--- src/rtl/univ_shift_reg_pkg.sv ---
// Shared definitions for the universal shift register: operation codes and burst FSM states.
package usr_pkg;

   localparam logic [2:0] MODE_HOLD = 3'd0;
   localparam logic [2:0] MODE_SHL  = 3'd1;
   localparam logic [2:0] MODE_SHR  = 3'd2;
   localparam logic [2:0] MODE_ROL  = 3'd3;
   localparam logic [2:0] MODE_ROR  = 3'd4;
   localparam logic [2:0] MODE_ASR  = 3'd5;
   localparam logic [2:0] MODE_INV  = 3'd6;
   localparam logic [2:0] MODE_CLR  = 3'd7;

   typedef enum logic [0:0] {
      StIdle = 1'b0,
      StRun  = 1'b1
   } usr_state_e;

endpackage

--- src/rtl/univ_shift_reg_if.sv ---
// Control/data bundle of the universal shift register; clock and reset stay outside.
interface univ_shift_reg_if #(
   parameter int unsigned WIDTH = 8,
   parameter int unsigned CNT_W = 4
);
   logic             En;
   logic             Load;
   logic [WIDTH-1:0] D;
   logic [2:0]       Mode;
   logic             SerInL;
   logic             SerInR;
   logic             Start;
   logic [CNT_W-1:0] Count;
   logic [WIDTH-1:0] Q;
   logic [WIDTH-1:0] notQ;
   logic             SerOutL;
   logic             SerOutR;
   logic             Busy;
   logic             Done;

   modport slave (
      input  En, Load, D, Mode, SerInL, SerInR, Start, Count,
      output Q, notQ, SerOutL, SerOutR, Busy, Done
   );

   modport master (
      output En, Load, D, Mode, SerInL, SerInR, Start, Count,
      input  Q, notQ, SerOutL, SerOutR, Busy, Done
   );
endinterface

--- src/rtl/univ_shift_reg_bit_cell.sv ---
// One storage bit: 8:1 next-state mux over the neighbour taps, then a sync-reset flop.
module usr_bit_cell
   import usr_pkg::*;
(
   input  logic       i_clk,
   input  logic       i_reset,
   input  logic       i_en,
   input  logic       i_load,
   input  logic       i_d,
   input  logic       i_step,
   input  logic [2:0] i_mode,
   input  logic       i_shl_in,
   input  logic       i_shr_in,
   input  logic       i_rol_in,
   input  logic       i_ror_in,
   input  logic       i_asr_in,
   output logic       o_q
);

   logic r_q;
   logic w_next;

   always_comb begin
      w_next = r_q;
      unique case (i_mode)
         MODE_HOLD: w_next = r_q;
         MODE_SHL:  w_next = i_shl_in;
         MODE_SHR:  w_next = i_shr_in;
         MODE_ROL:  w_next = i_rol_in;
         MODE_ROR:  w_next = i_ror_in;
         MODE_ASR:  w_next = i_asr_in;
         MODE_INV:  w_next = ~r_q;
         MODE_CLR:  w_next = 1'b0;
      endcase
   end

   always_ff @(posedge i_clk) begin
      if (i_reset) begin
         r_q <= 1'b0;
      end else if (i_en) begin
         if (i_load) begin
            r_q <= i_d;
         end else if (i_step) begin
            r_q <= w_next;
         end
      end
   end

   assign o_q = r_q;

endmodule

--- src/rtl/univ_shift_reg.sv ---
// Universal shift register: WIDTH bit cells plus a burst engine repeating one mode Count times.
module univ_shift_reg
   import usr_pkg::*;
#(
   parameter int unsigned WIDTH = 8,
   parameter int unsigned CNT_W = 4
) (
   input  logic                    Clk,
   input  logic                    Reset,
   univ_shift_reg_if.slave         bus
);

   localparam logic [CNT_W-1:0] CntOne = 1;

   logic [WIDTH-1:0] w_q;
   usr_state_e       r_state, w_state_d;
   logic [CNT_W-1:0] r_cnt, w_cnt_d;
   logic [2:0]       r_mode, w_mode_d;
   logic             r_done, w_done_d;
   logic             w_step;
   logic [2:0]       w_op;

   // Priority below En: Load aborts a burst, a running burst uses its latched mode,
   // Start only arms the engine, otherwise the live Mode is applied once.
   always_comb begin
      w_state_d = r_state;
      w_cnt_d   = r_cnt;
      w_mode_d  = r_mode;
      w_done_d  = 1'b0;
      w_step    = 1'b0;
      w_op      = bus.Mode;
      if (bus.En) begin
         if (bus.Load) begin
            w_state_d = StIdle;
         end else if (r_state == StRun) begin
            w_step  = 1'b1;
            w_op    = r_mode;
            w_cnt_d = r_cnt - CntOne;
            if (r_cnt == CntOne) begin
               w_state_d = StIdle;
               w_done_d  = 1'b1;
            end
         end else if (bus.Start) begin
            if (bus.Count != '0) begin
               w_state_d = StRun;
               w_cnt_d   = bus.Count;
               w_mode_d  = bus.Mode;
            end else begin
               w_done_d = 1'b1;
            end
         end else begin
            w_step = 1'b1;
         end
      end
   end

   always_ff @(posedge Clk) begin
      if (Reset) begin
         r_state <= StIdle;
         r_cnt   <= '0;
         r_mode  <= MODE_HOLD;
         r_done  <= 1'b0;
      end else begin
         r_state <= w_state_d;
         r_cnt   <= w_cnt_d;
         r_mode  <= w_mode_d;
         r_done  <= w_done_d;
      end
   end

   for (genvar gi = 0; gi < int'(WIDTH); gi++) begin : g_cell
      localparam int Lo = (gi == 0) ? int'(WIDTH) - 1 : gi - 1;
      localparam int Hi = (gi == int'(WIDTH) - 1) ? 0 : gi + 1;

      usr_bit_cell u_cell (
         .i_clk    (Clk),
         .i_reset  (Reset),
         .i_en     (bus.En),
         .i_load   (bus.Load),
         .i_d      (bus.D[gi]),
         .i_step   (w_step),
         .i_mode   (w_op),
         .i_shl_in ((gi == 0) ? bus.SerInL : w_q[Lo]),
         .i_shr_in ((gi == int'(WIDTH) - 1) ? bus.SerInR : w_q[Hi]),
         .i_rol_in (w_q[Lo]),
         .i_ror_in (w_q[Hi]),
         .i_asr_in ((gi == int'(WIDTH) - 1) ? w_q[gi] : w_q[Hi]),
         .o_q      (w_q[gi])
      );
   end

   assign bus.Q       = w_q;
   assign bus.notQ    = ~w_q;
   assign bus.SerOutL = w_q[WIDTH-1];
   assign bus.SerOutR = w_q[0];
   assign bus.Busy    = (r_state == StRun);
   assign bus.Done    = r_done;

endmodule

--- src/flat_wrapper.sv ---
// flat-port wrapper written by rule: the top's interface ports become plain ports
module univ_shift_reg_flat import usr_pkg::*;
#(
   parameter int unsigned WIDTH = 8,
   parameter int unsigned CNT_W = 4
)
  (Clk, Reset, bus_En, bus_Load, bus_D, bus_Mode, bus_SerInL, bus_SerInR, bus_Start, bus_Count, bus_Q, bus_notQ, bus_SerOutL, bus_SerOutR, bus_Busy, bus_Done);
  univ_shift_reg_if #(.WIDTH(WIDTH), .CNT_W(CNT_W)) bus_i ();
  input  logic Clk;
  input  logic Reset;
  input wire logic [$bits(bus_i.En)-1:0] bus_En;
  input wire logic [$bits(bus_i.Load)-1:0] bus_Load;
  input wire logic [$bits(bus_i.D)-1:0] bus_D;
  input wire logic [$bits(bus_i.Mode)-1:0] bus_Mode;
  input wire logic [$bits(bus_i.SerInL)-1:0] bus_SerInL;
  input wire logic [$bits(bus_i.SerInR)-1:0] bus_SerInR;
  input wire logic [$bits(bus_i.Start)-1:0] bus_Start;
  input wire logic [$bits(bus_i.Count)-1:0] bus_Count;
  output wire logic [$bits(bus_i.Q)-1:0] bus_Q;
  output wire logic [$bits(bus_i.notQ)-1:0] bus_notQ;
  output wire logic [$bits(bus_i.SerOutL)-1:0] bus_SerOutL;
  output wire logic [$bits(bus_i.SerOutR)-1:0] bus_SerOutR;
  output wire logic [$bits(bus_i.Busy)-1:0] bus_Busy;
  output wire logic [$bits(bus_i.Done)-1:0] bus_Done;
  assign bus_i.En = bus_En;
  assign bus_i.Load = bus_Load;
  assign bus_i.D = bus_D;
  assign bus_i.Mode = bus_Mode;
  assign bus_i.SerInL = bus_SerInL;
  assign bus_i.SerInR = bus_SerInR;
  assign bus_i.Start = bus_Start;
  assign bus_i.Count = bus_Count;
  assign bus_Q = bus_i.Q;
  assign bus_notQ = bus_i.notQ;
  assign bus_SerOutL = bus_i.SerOutL;
  assign bus_SerOutR = bus_i.SerOutR;
  assign bus_Busy = bus_i.Busy;
  assign bus_Done = bus_i.Done;
  univ_shift_reg #(.WIDTH(WIDTH), .CNT_W(CNT_W)) u_core (.Clk(Clk), .Reset(Reset), .bus(bus_i));
endmodule
--- config.mk ---
export PLATFORM = sky130hd
export DESIGN_NAME = univ_shift_reg_flat
export DESIGN_NICKNAME = d
export VERILOG_FILES = /design/src/rtl/univ_shift_reg_pkg.sv /design/src/rtl/univ_shift_reg_if.sv /design/src/rtl/univ_shift_reg_bit_cell.sv /design/src/rtl/univ_shift_reg.sv /design/src/flat_wrapper.sv
export SDC_FILE = /design/constraint.sdc
export NUM_CORES = 1
export LEC_CHECK = 0
export CORE_AREA = 10 10 68 70
export DETAILED_ROUTE_END_ITERATION = 16
export DIE_AREA = 0 0 78 80
export PLACE_DENSITY = 0.71
export SLEW_MARGIN = 20
export SYNTH_ARGS = -nofsm -noshare
export SYNTH_HDL_FRONTEND = slang
export SYNTH_SLANG_ARGS = --single-unit
--- constraint.sdc ---
create_clock -name Clk -period 1.7 [get_ports Clk]
set_input_delay 0.34 -clock Clk [delete_from_list [all_inputs] [get_ports Clk]]
set_output_delay 0.34 -clock Clk [all_outputs]
set_load 0.1 [all_outputs]
---- After elaboration in Yosys (flattened, before gate mapping) ----
Index checks and enable logic that the tools add are counted.
W data, S select, Z words.
storage, ports and cells
  output and inout bits ................... 20
  register bits ........................... 17
  input bits .............................. 22
  logic and storage cells ................. 91
cells by class
  mux-type cells .......................... 43
  eq/ne operators ......................... 10
  reduce and logical (&&, ||, !) cells .... 13
  bitwise operators ....................... 12
  add/sub/neg operators ................... 1
operators by type and width
  kind                   number
  $mux W1                29
  $pmux W1 S4            6
  $eq A3 B3 Y1 const B   4
  $mux W4                3
  $not A1 Y1             11
  $pmux W1 S5            2
  $mux W3                3
  $not A8 Y8             1
  $eq A3 B2 Y1 const B   2
  $reduce_and A3 Y1      2
  $reduce_bool A2 Y1     3
  $reduce_or A3 Y1       2
  $reduce_and A5 Y1      1
  $eq A4 B1 Y1 const B   1
  $reduce_and A4 Y1      1
  $reduce_bool A4 Y1     1
  $reduce_or A2 Y1       2
  $sub A4 B1 Y4 const B  1
  $eq A3 B1 Y1 const B   1
  $logic_not A3 Y1       1
  $ne A2 B1 Y1 const B   1
  $ne A2 B2 Y1 const B   1

---- Logic depth before layout (Yosys ltp) ----
Gate-level depths: netlist of run 1.
  word-level depth ........................ 8
  gate-level depth with buffers ........... 8
  gate-level depth less buffers ........... 6

---- Hierarchy ----
From an unflattened synthesis of run 1, not the netlist that was laid out.
unflattened totals
  cell total of the unflattened synthesis .. 213
  area total of the unflattened synthesis .. 1746.7 sq um
by module, submodules not included
  module          area an instance (sq um)  instances  sequential area each (sq um)  cells an instance
  usr_bit_cell    136.4                     8          20.0                          17
  univ_shift_reg  655.6                     1          180.2                         77

---- Least setup slack after synthesis of run 1 ----
Ideal clock, no wire load.
  path type ............................... flip-flop to flip-flop
  start ................................... reg u_core.g_cell[7].u_cell.r_q
  end ..................................... reg u_core.g_cell[7].u_cell.r_q
  data arrival time ....................... 2339 ps
  required time ........................... 1566 ps
  library setup time ...................... 134 ps
  clock period less this slack ............ 2473 ps
  slack ................................... -773 ps
  cell stages (with the launch flop) ...... 6
  path buffers ............................ 0
  cells stage by stage .................... dfxtp_1 -> inv_1 -> nor2_1 -> a211oi_1 -> a211oi_1 -> a311oi_1
on the way
  word-level cells in the longest chain between the ends .. 4
ends and longest elaborated chain
  what                    RTL line                       RTL
  start, declared         univ_shift_reg_bit_cell.sv:20  logic r_q;
  start signal, assigned  univ_shift_reg_bit_cell.sv:42  r_q <= i_d;
  start signal, assigned  univ_shift_reg_bit_cell.sv:44  r_q <= w_next;
  $not A1 Y1              univ_shift_reg_bit_cell.sv:32  MODE_INV: w_next = ~r_q;
  $pmux W1 S5             univ_shift_reg_bit_cell.sv:25  unique case (i_mode)
  $mux W1                 univ_shift_reg_bit_cell.sv:43  end else if (i_step) begin
  $mux W1                 univ_shift_reg_bit_cell.sv:41  if (i_load) begin
Every way passes these cells. The select of a mux whose other input is x is not followed.
A chain may end at the register's enable or synchronous reset.

---- Worst setup path in the final report of run 1 ----
  start ................................... in bus_Count[2]
  end ..................................... reg u_core.r_cnt[2]
on the way
  word-level cells in the longest chain between the ends .. 3
  elaborated cells on any way between the ends .. 6
  classes of those cells .................. mux (3); reduce/logical (3)
ends and longest elaborated chain
  what                                                                   RTL line              RTL
  start, declared                                                        flat_wrapper.sv:18    input wire logic [$bits(bus_i.Count)-1:0] bus_Count;
  $reduce_bool A4 Y1 / $mux W4 (equally long branches)                   univ_shift_reg.sv:44  if (bus.Count != '0) begin
  $reduce_bool A2 Y1 (no source line) / $mux W4 (equally long branches)  n/a
  $reduce_and A4 Y1 (no source line) / $mux W4 (equally long branches)   n/a
  end signal, assigned                                                   univ_shift_reg.sv:65  r_cnt <= w_cnt_d;
  end, declared                                                          univ_shift_reg.sv:17  logic [CNT_W-1:0] r_cnt, w_cnt_d;
Parallel ways exist; a longest one is shown, timed or not. The select of a mux whose other input is x is not followed.

==> results of run 1 <==
[metrics by stage]
step / power [mW] / cells / setup WS (ns) / cell area [sq um] / utilization [%]
6_report: 1.393 / 266 / 0.02966 / 2251 / 68.53
5_1_grt: 1.448 / 266 / -0.06240 / 2251 / 68.53
4_1_cts: 1.385 / 265 / 0.01095 / 2206 / 67.16
3_5_place_dp: 1.153 / 259 / -0.5107 / 2125 / 64.69
3_3_place_gp: 1.144 / 259 / -0.4323 / 2125 / 64.69
2_1_floorplan: 0.8875 / 163 / -0.05600 / 1388 / -
[worst max-delay path: stages]
cell and delay, ns:
clkdlybuf4s50_1 0.46, nor4_4 0.34, nor2_2 0.10, a21oi_4 0.28
nor3b_1 0.08, o21ai_0 0.17, a21oi_1 0.08
[how the worst min path moves through the flow]
stage	start	to	slack (ns)	cells past startpoint
final	bus_Mode[1]	u_core.r_mode[1]	0.42	3
after global routing	bus_Mode[1]	u_core.r_mode[1]	0.48	3
after CTS	u_core.r_cnt[3]	u_core.r_cnt[3]	0.55	2
after detailed placement	u_core.r_cnt[3]	u_core.r_cnt[3]	0.53	2
after global placement	u_core.r_cnt[0]	u_core.r_cnt[0]	0.52	2
after floorplan	u_core.r_cnt[1]	u_core.r_cnt[1]	0.48	2
[state kept, by name (all words and copies together), names as in the netlist]
name / count
u_core.g_cell.u_cell.o_q: 8
u_core.r_cnt: 4
u_core.r_mode: 3
u_core.bus.Busy: 1
u_core.bus.Done: 1
[cell families after synthesis]
group | Yosys count
adder cells (fa/ha/maj) | 2
AO/OA/AOI/OAI | 53
flip-flops | 17
buffers and inverters | 28
multiplexers | 6
AND/OR/NAND/NOR | 56
XOR/XNOR | 1
[repair_timing]
item | CTS | global route
resized for setup | 12 | 11
pin swaps | 1 | 2
hold buffers | 0 | 0
setup endpoints to repair | 16 | 11
buffers inserted | 2 | 1
[per-layer routing]
metal | track usage [%] | share of wire (%)
met1 | 14.53 | 42
met2 | 25.70 | 52
met3 | 2.703 | 4.5
met4 | 3.763 | 1.8
met5 | 0 | 0
[cell type report]
type / instances / area (sq um)
repair buffers: 69 / 822.0
clock buffers: 3 / 22.52
inverters: 12 / 52.55
clock inverters: 1 / 5.005
well taps: 46 / 57.56
fillers: 262 / 1033
multi-input cells: 118 / 937.1
flip-flops and latches: 17 / 354.1
[power breakdown]
| group | switching [mW] | internal (mW) | leakage (nW) |
|---|---|---|---|
| clock network | 0.142 | 0.0874 | 0.0177 |
| logic | 0.409 | 0.289 | 0.713 |
| registers | 0.0448 | 0.421 | 0.142 |
[layout by cell type (no fill, tap or decap), drive strengths merged]
cell and n:
nor4b 1, nand2b 8, xnor2 1, and3 1, a31o 2, a311oi 2, dlymetal6s2s 1, clkinvlp 2
a31oi 3, o21ai 5, inv 10, clkbuf 3, dfxtp 17, a32o 7, or3 2, mux2i 6
a21boi 1, ha 2, and3b 1, or2b 2, nor2b 8, nor3 5, nand2 9, o31ai 2
nor2 12, a211oi 7, a21oi 14, o211ai 7, o21ba 1, dlygate4sd2 4, o22a 1, clkinv 1
nor3b 4, a221oi 1, buf 48, nand3b 2, nor4 1, clkdlybuf4s50 16
==> impl_metrics.ini, run 1 <==
[detailed_routing]
viasPerCell = 5.432
detail-route-antenna-nets = 0
drt_wl_total_mm = 4.278
drc_errors = 0
drtPass1Iterations = 4
wl_per_cell_um = 16.08
vias = 1445
drt_iter0_markers = 105

[critical_path]
worstSetupEndpointType = flip-flop
path_max_fanout = 10
crit_required_ns = 1.89
critPathKind = in -> reg
start_kind = input port
reg2reg_to = u_core.g_cell[0].u_cell.o_q
critPathCapture = u_core.r_cnt[2]
r2r_slack_ns = 0.07
rr_startpoint = u_core.bus.Busy
crit_arrival_ns = 1.86
rr_worst_depth = 6
crit_start = bus_Count[2]

[floorplanning]
boundaryPins = 42
core-area_sq_mm = 0.003284
fp-row-count = 21
die-area_sq_mm = 0.006240
start_util_pct = 40.95
fp.dieH_um = 80
die_x_um = 78

[timing]
finClkSkew_ns = 0.007471
slew_headroom_pct = 63.92
final_max_slew_viol_count = 0
period_share_pct = 98.26
finalCriticalPeriod_ns = 1.670
max_freq_mhz = 598.7
whs_ns = 0.4240
hold_viol = 0
setup_tns_ns = 0
rsz0062_at_grt = yes
final-setup-viol-count = 0
worst_slew_pin_slew_ns = 0.5337

[placement]
gp_congestion = 0.9319
dpl.hpwl_mm = 3.235
port_buffers = 41

[layout]
area_growth_pct = 67.35
drive_above_1_share_pct = 37.27
num_antenna_cells = 0
finalNetCount = 245

[logic_synthesis]
synth_common_cells = 17 x dfxtp_1, 12 x a21oi_1, 12 x inv_1, 12 x nor2_1
syn-instance-count = 163
ys_types = 43
netlist_area_sq_mm = 0.001345
synth_top_area_share_pct = 25.30
synthSimpleGateAreaFrac_pct = 23.81
synth_most_common_cell = dfxtp_1
synth_area_leaders = dfxtp_1 25%, a32o_1 5.2%, buf_4 5.0%
yosys.area.top_type = dfxtp_1
ys_ff_latch = 17
synth_mux_area_share_pct = 4.465
synth_xor_area_share_pct = 0.6512
synthFlopType = dfxtp_1
synth_top_family_by_area = compound AO/OA/AOI/OAI gates
async_flop_share_pct = 0
syn-num-nets = 187
synth_edf_count = 0
synth-compound-area-share_pct = 32.19
yosysSeqAreaShare_pct = 25.30
yosys_warnings = 0
synth.avg_cell_area_sq_um = 8.252
synthAdderAreaFrac_pct = 1.860

[grt]
grt_pass1_wl_mm = 7.051
antenna_found_initial = 0
grt_usage_pct = 13.43
grt_max_degree = 20
grt_pass1_vias = 1488
grt_overflow = 0

[job]
cap_violations = 0

[run_status]
outcome = finished clean

[cts]
clkSlewWorstSetupHoldPaths_ns = 0.12
cts_sinks = 17
insertion_delay_ns = 0.29
htreeDepth = 1
cts_tree = done
clockBufferDepth = 2
cts_buffers = 3
cts_root_buf = clkbuf_4

[min_path]
hold_class = in -> reg

[power_and_ir_drop]
powerDensity_mw_per_mm2 = 618.7
max-vdd-ir-drop_uv = 284.8
leakage_nw = 0.8727
Note: power is estimated with default switching activity, not from simulation.
==> run 2, diff against run 1 <==
==> constraint.sdc (replaced) <==
create_clock -name Clk -period 1.7 [get_ports Clk]
set_input_delay 0.17 -clock Clk [delete_from_list [all_inputs] [get_ports Clk]]
set_output_delay 0.17 -clock Clk [all_outputs]
set_load 0.1 [all_outputs]
==> run 2 against run 1 <==
Clock skew decreased by 0.0012 ns; sequential cell count unchanged; utilization down 0.76 points; critical endpoint is now u_core.g_cell[7].u_cell.o_q; clock-buffer cell count stayed put; critical path depth fell by 1; power grew 0.15%; via count grew 0.83%.
==> impl_metrics.ini, run 2 (synthesis gave the netlist of run 1 again) <==
[timing]
final_max_slew_viol_count = 0
hold_viol = 0
max_freq_mhz = 611.4
slew_headroom_pct = 72.51
rsz0062_at_grt = yes
finClkSkew_ns = 0.006230
period_share_pct = 96.21
worst_slew_pin_slew_ns = 0.4067
finalCriticalPeriod_ns = 1.636
final-setup-viol-count = 0

[critical_path]
crit_arrival_ns = 1.82
rr_startpoint = u_core.bus.Busy
cpPeakStageDelay_ns = 0.40
path_max_fanout = 7
worstSetupEndpointType = flip-flop
crit_start = u_core.bus.Busy
start_kind = flip-flop
cp_slowest_cell = dfxtp_4
crit_required_ns = 1.89
path_delay_family = compound AO/OA/AOI/OAI gates
cp_cell_sequence = and3b_2 > buf_4 > nor3b_1 > a31o_2 > a211oi_1 > a311oi_1
critPathKind = reg -> reg
path_buf_inv = 1

[cts]
clockBufferDepth = 2
htreeDepth = 1
cts_buffers = 3
clkSlewWorstSetupHoldPaths_ns = 0.12
ctsHoldBuffers = 0
cts_tree = done
insertion_delay_ns = 0.30
cts_root_buf = clkbuf_4
cts_sinks = 17

[floorplanning]
die-area_sq_mm = 0.006240
fp.dieH_um = 80
start_util_pct = 40.95
fp-row-count = 21
core-area_sq_mm = 0.003284
die_x_um = 78
boundaryPins = 42

[layout]
fin_util_pct = 67.77
final_cell_count_no_fill = 266
drive_above_1_share_pct = 36.82
finalNetCount = 245
largest_reg_flops = 8
layout_commonest_cell = buf_4
area_growth_pct = 65.49
num_antenna_cells = 0
final_area_sq_mm = 0.002226
mostFrequentLayoutCells = 28 x buf_4, 20 x clkdlybuf4s50_1, 19 x buf_12, 13 x dfxtp_1, 12 x nor2_1

[min_path]
worstHoldStart = bus_En
hold_class = in -> reg

[detailed_routing]
drc_errors = 0
drt_wl_total_mm = 4.084
wl_per_cell_um = 15.35
drtPass1Iterations = 4
vias = 1457
viasPerCell = 5.477
detail-route-antenna-nets = 0
drt_iter0_markers = 153

[grt]
antenna_found_initial = 0
grt_pass1_wl_mm = 6.686
grt_usage_pct = 12.48
grt_overflow = 0
grt_pass1_vias = 1425
grt_max_degree = 20

[placement]
place_area_sq_mm = 0.002120
port_buffers = 41
dpl.hpwl_mm = 3.235
gp_congestion = 0.9401
dp_cells = 260

[power_and_ir_drop]
power_mw = 1.395
leakage_nw = 0.8545
powerDensity_mw_per_mm2 = 626.6
max-vdd-ir-drop_uv = 408.9

[job]
cap_violations = 0

[run_status]
outcome = finished clean
[run 2: layout make-up]
| cell class | instances | area, sq um |
|---|---|---|
| tap | 46 | 57.56 |
| clock buffer | 3 | 22.52 |
| sequential | 17 | 352.8 |
| multi-input combinational | 118 | 924.6 |
| timing repair buffer | 69 | 810.8 |
| inverter | 12 | 52.55 |
| clock inverter | 1 | 5.005 |
| fill | 242 | 1059 |
[run 2: worst reg2reg max path, stage by stage, from the launching register on]
cell	delay (ns)
dfxtp_4	0.40
and3b_2	0.33
buf_4	0.17
nor3b_1	0.05
a31o_2	0.22
a211oi_1	0.25
a311oi_1	0.12
[run 2: where the power goes]
| group | switching [mW] | internal [mW] | leakage, nW |
|---|---|---|---|
| logic | 0.403 | 0.290 | 0.695 |
| registers | 0.0452 | 0.421 | 0.141 |
| clock network | 0.148 | 0.0876 | 0.0177 |
[run 2: worst paths after layout]
kind	slack (ns)	cells past startpoint	end
worst min-delay path	0.49	4	u_core.bus.Busy
worst max register to register	0.06	6	u_core.g_cell[7].u_cell.o_q
worst max-delay path	0.06	6	u_core.g_cell[7].u_cell.o_q
worst min register to register	0.54	2	u_core.r_cnt[1]
[run 2: routing by layer]
metal | routed length (um) | vias to the layer above | GRT usage (%) | share of wire, %
met4 | 29 | 0 | 2.688 | 0.71
met2 | 2106 | 62 | 22.80 | 52
met3 | 260 | 4 | 2.815 | 6.4
li1 | - | 702 | - | -
met1 | 1688 | 689 | 14.45 | 41
met5 | 0 | - | 0 | 0
[run 2: per-stage QoR]
step	hold slack [ns]	worst slack [ns]	setup TNS, ns
after floorplan	0.3172	-0.05600	-0.2474
after global placement	0.5056	-0.2593	-3.018
after detailed placement	0.5029	-0.3255	-4.038
after CTS	0.4998	0.02981	0
after global routing	0.5287	-0.01184	-0.01184
final	0.4890	0.06444	0
[run 2: repair_timing]
item	in CTS	in global routing
endpoints found under the setup margin	6	9
gates resized for setup	2	14
setup buffers	0	2
pin swaps	0	1
==> run 3, diff against run 2 <==
--- a/config.mk
+++ b/config.mk
@@ -8,6 +8,7 @@
 export CORE_AREA = 10 10 68 70
 export DETAILED_ROUTE_END_ITERATION = 16
 export DIE_AREA = 0 0 78 80
+export GPL_TIMING_DRIVEN = 0
 export PLACE_DENSITY = 0.71
 export SLEW_MARGIN = 20
 export SYNTH_ARGS = -nofsm -noshare
==> run 3 against run 2 <==
Critical endpoint is now u_core.g_cell[2].u_cell.o_q; sequential cell count unchanged; utilization decreased by 5.0 points; routed wire length increased by 0.54%; clock power decreased by 3%; highest routed layer unchanged.
==> impl_metrics.ini, run 3 (synthesis gave the netlist of run 1 again) <==
[placement]
port_buffers = 40
dpl.hpwl_mm = 3.140
place_ws_ns = -0.5747
place_area_sq_mm = 0.001846
gp_congestion = 0.8375

[power_and_ir_drop]
max-vdd-ir-drop_uv = 436.5
leakage_nw = 0.7730
powerDensity_mw_per_mm2 = 627.5

[critical_path]
crit_arrival_ns = 1.86
critPathKind = in -> reg
crit_required_ns = 1.89
start_kind = input port
rr_startpoint = u_core.bus.Busy
worstSetupEndpointType = flip-flop
path_max_fanout = 7
crit_start = bus_Mode[0]

[layout]
final_area_sq_mm = 0.002061
drive_above_1_share_pct = 36.28
num_antenna_cells = 0
area_growth_pct = 53.21
largest_reg_flops = 8
mostFrequentLayoutCells = 18 x clkdlybuf4s15_2, 17 x buf_4, 17 x clkdlybuf4s50_1, 12 x a21oi_1, 12 x dfxtp_1
layout_commonest_cell = clkdlybuf4s15_2
nFillCells = 304
fin_util_pct = 62.74
finalNetCount = 240

[grt]
grt_pass1_wl_mm = 6.568
grt_max_degree = 11
grt_usage_pct = 12.54
grt_pass1_vias = 1454
grt_overflow = 0
antenna_found_initial = 0

[detailed_routing]
drc_errors = 0
drt_iter0_markers = 87
vias = 1414
viasPerCell = 5.418
drt_wl_total_mm = 4.106
wl_per_cell_um = 15.73
detail-route-antenna-nets = 0
drtPass1Iterations = 4

[cts]
htreeDepth = 1
cts_root_buf = clkbuf_4
clkSlewWorstSetupHoldPaths_ns = 0.12
cts_buffers = 3
insertion_delay_ns = 0.30
cts_sinks = 17
cts_tree = done
clockBufferDepth = 2

[timing]
worst_slew_pin_slew_ns = 0.9551
final_max_slew_viol_count = 0
worst_slack_ns = 0.03052
setup_tns_ns = 0
period_share_pct = 98.20
rsz0062_at_grt = yes
final-setup-viol-count = 0
finClkSkew_ns = 0.01289
hold_viol = 0
finalCriticalPeriod_ns = 1.669
max_freq_mhz = 599.0
slew_headroom_pct = 36.58

[floorplanning]
die_x_um = 78
fp.dieH_um = 80
die-area_sq_mm = 0.006240
start_util_pct = 40.95
fp-row-count = 21
boundaryPins = 42
core-area_sq_mm = 0.003284

[job]
cap_violations = 0

[min_path]
worstHoldStart = bus_Mode[2]
hold_class = in -> reg

[run_status]
outcome = finished clean
run 3: power by group:
part / internal, mW / switching (mW) / total, mW / leakage [nW]
Combinational: 0.208 / 0.401 / 0.609 / 0.613
Clock: 0.0875 / 0.141 / 0.228 / 0.0177
Sequential: 0.421 / 0.0356 / 0.456 / 0.142
run 3: per-layer routing:
metal / GRT usage [%] / vias to the layer above / share of wire [%]
met5: 0 / - / 0
li1: - / 694 / -
met2: 21.48 / 43 / 49
met1: 14.06 / 667 / 42
met4: 6.810 / 0 / 2.2
met3: 3.041 / 10 / 6.1
run 3: critical path: stages:
cell and delay [ns]:
clkdlybuf4s50_1 0.57, a21boi_0 0.20, a311oi_1 0.28, a21oi_2 0.12, nor2b_4 0.14, buf_6 0.13, a32o_1 0.24
run 3: cell type report:
| cell class | instances | area [sq um] | share of cell area [%] |
|---|---|---|---|
| flip-flops and latches | 17 | 354.1 | 17.18 |
| inverters | 12 | 52.55 | 2.550 |
| clock inverters | 1 | 5.005 | 0.2429 |
| plain buffers | 15 | 121.4 | 5.889 |
| well taps | 46 | 57.56 | 2.793 |
| multi-input cells | 118 | 948.4 | 46.02 |
| clock buffers | 3 | 22.52 | 1.093 |
| repair buffers | 49 | 499.2 | 24.23 |
run 3: stage by stage:
step / hold slack [ns] / power, mW / cells
global placement: 0.5138 / 1.043 / 249
finish: 0.3063 / 1.293 / 261
detailed placement: 0.5280 / 1.052 / 249
CTS: 0.2969 / 1.281 / 253
floorplan: 0.3172 / 0.8875 / 163
global route: 0.3450 / 1.359 / 261
run 3: timing repair:
action	CTS	global route
hold buffers	0	0
endpoints found under the setup margin	32	14
gates cloned	0	0
buffers inserted	1	8
gates resized for setup	69	13
pin swaps	2	5
run 3: worst paths after layout:
| check | to | slack [ns] | cells after the start |
|---|---|---|---|
| max | u_core.g_cell[2].u_cell.o_q | 0.03 | 7 |
| min | u_core.r_mode[2] | 0.31 | 3 |
| max reg2reg | u_core.g_cell[5].u_cell.o_q | 0.04 | 7 |
| min reg2reg | u_core.r_cnt[1] | 0.55 | 2 |
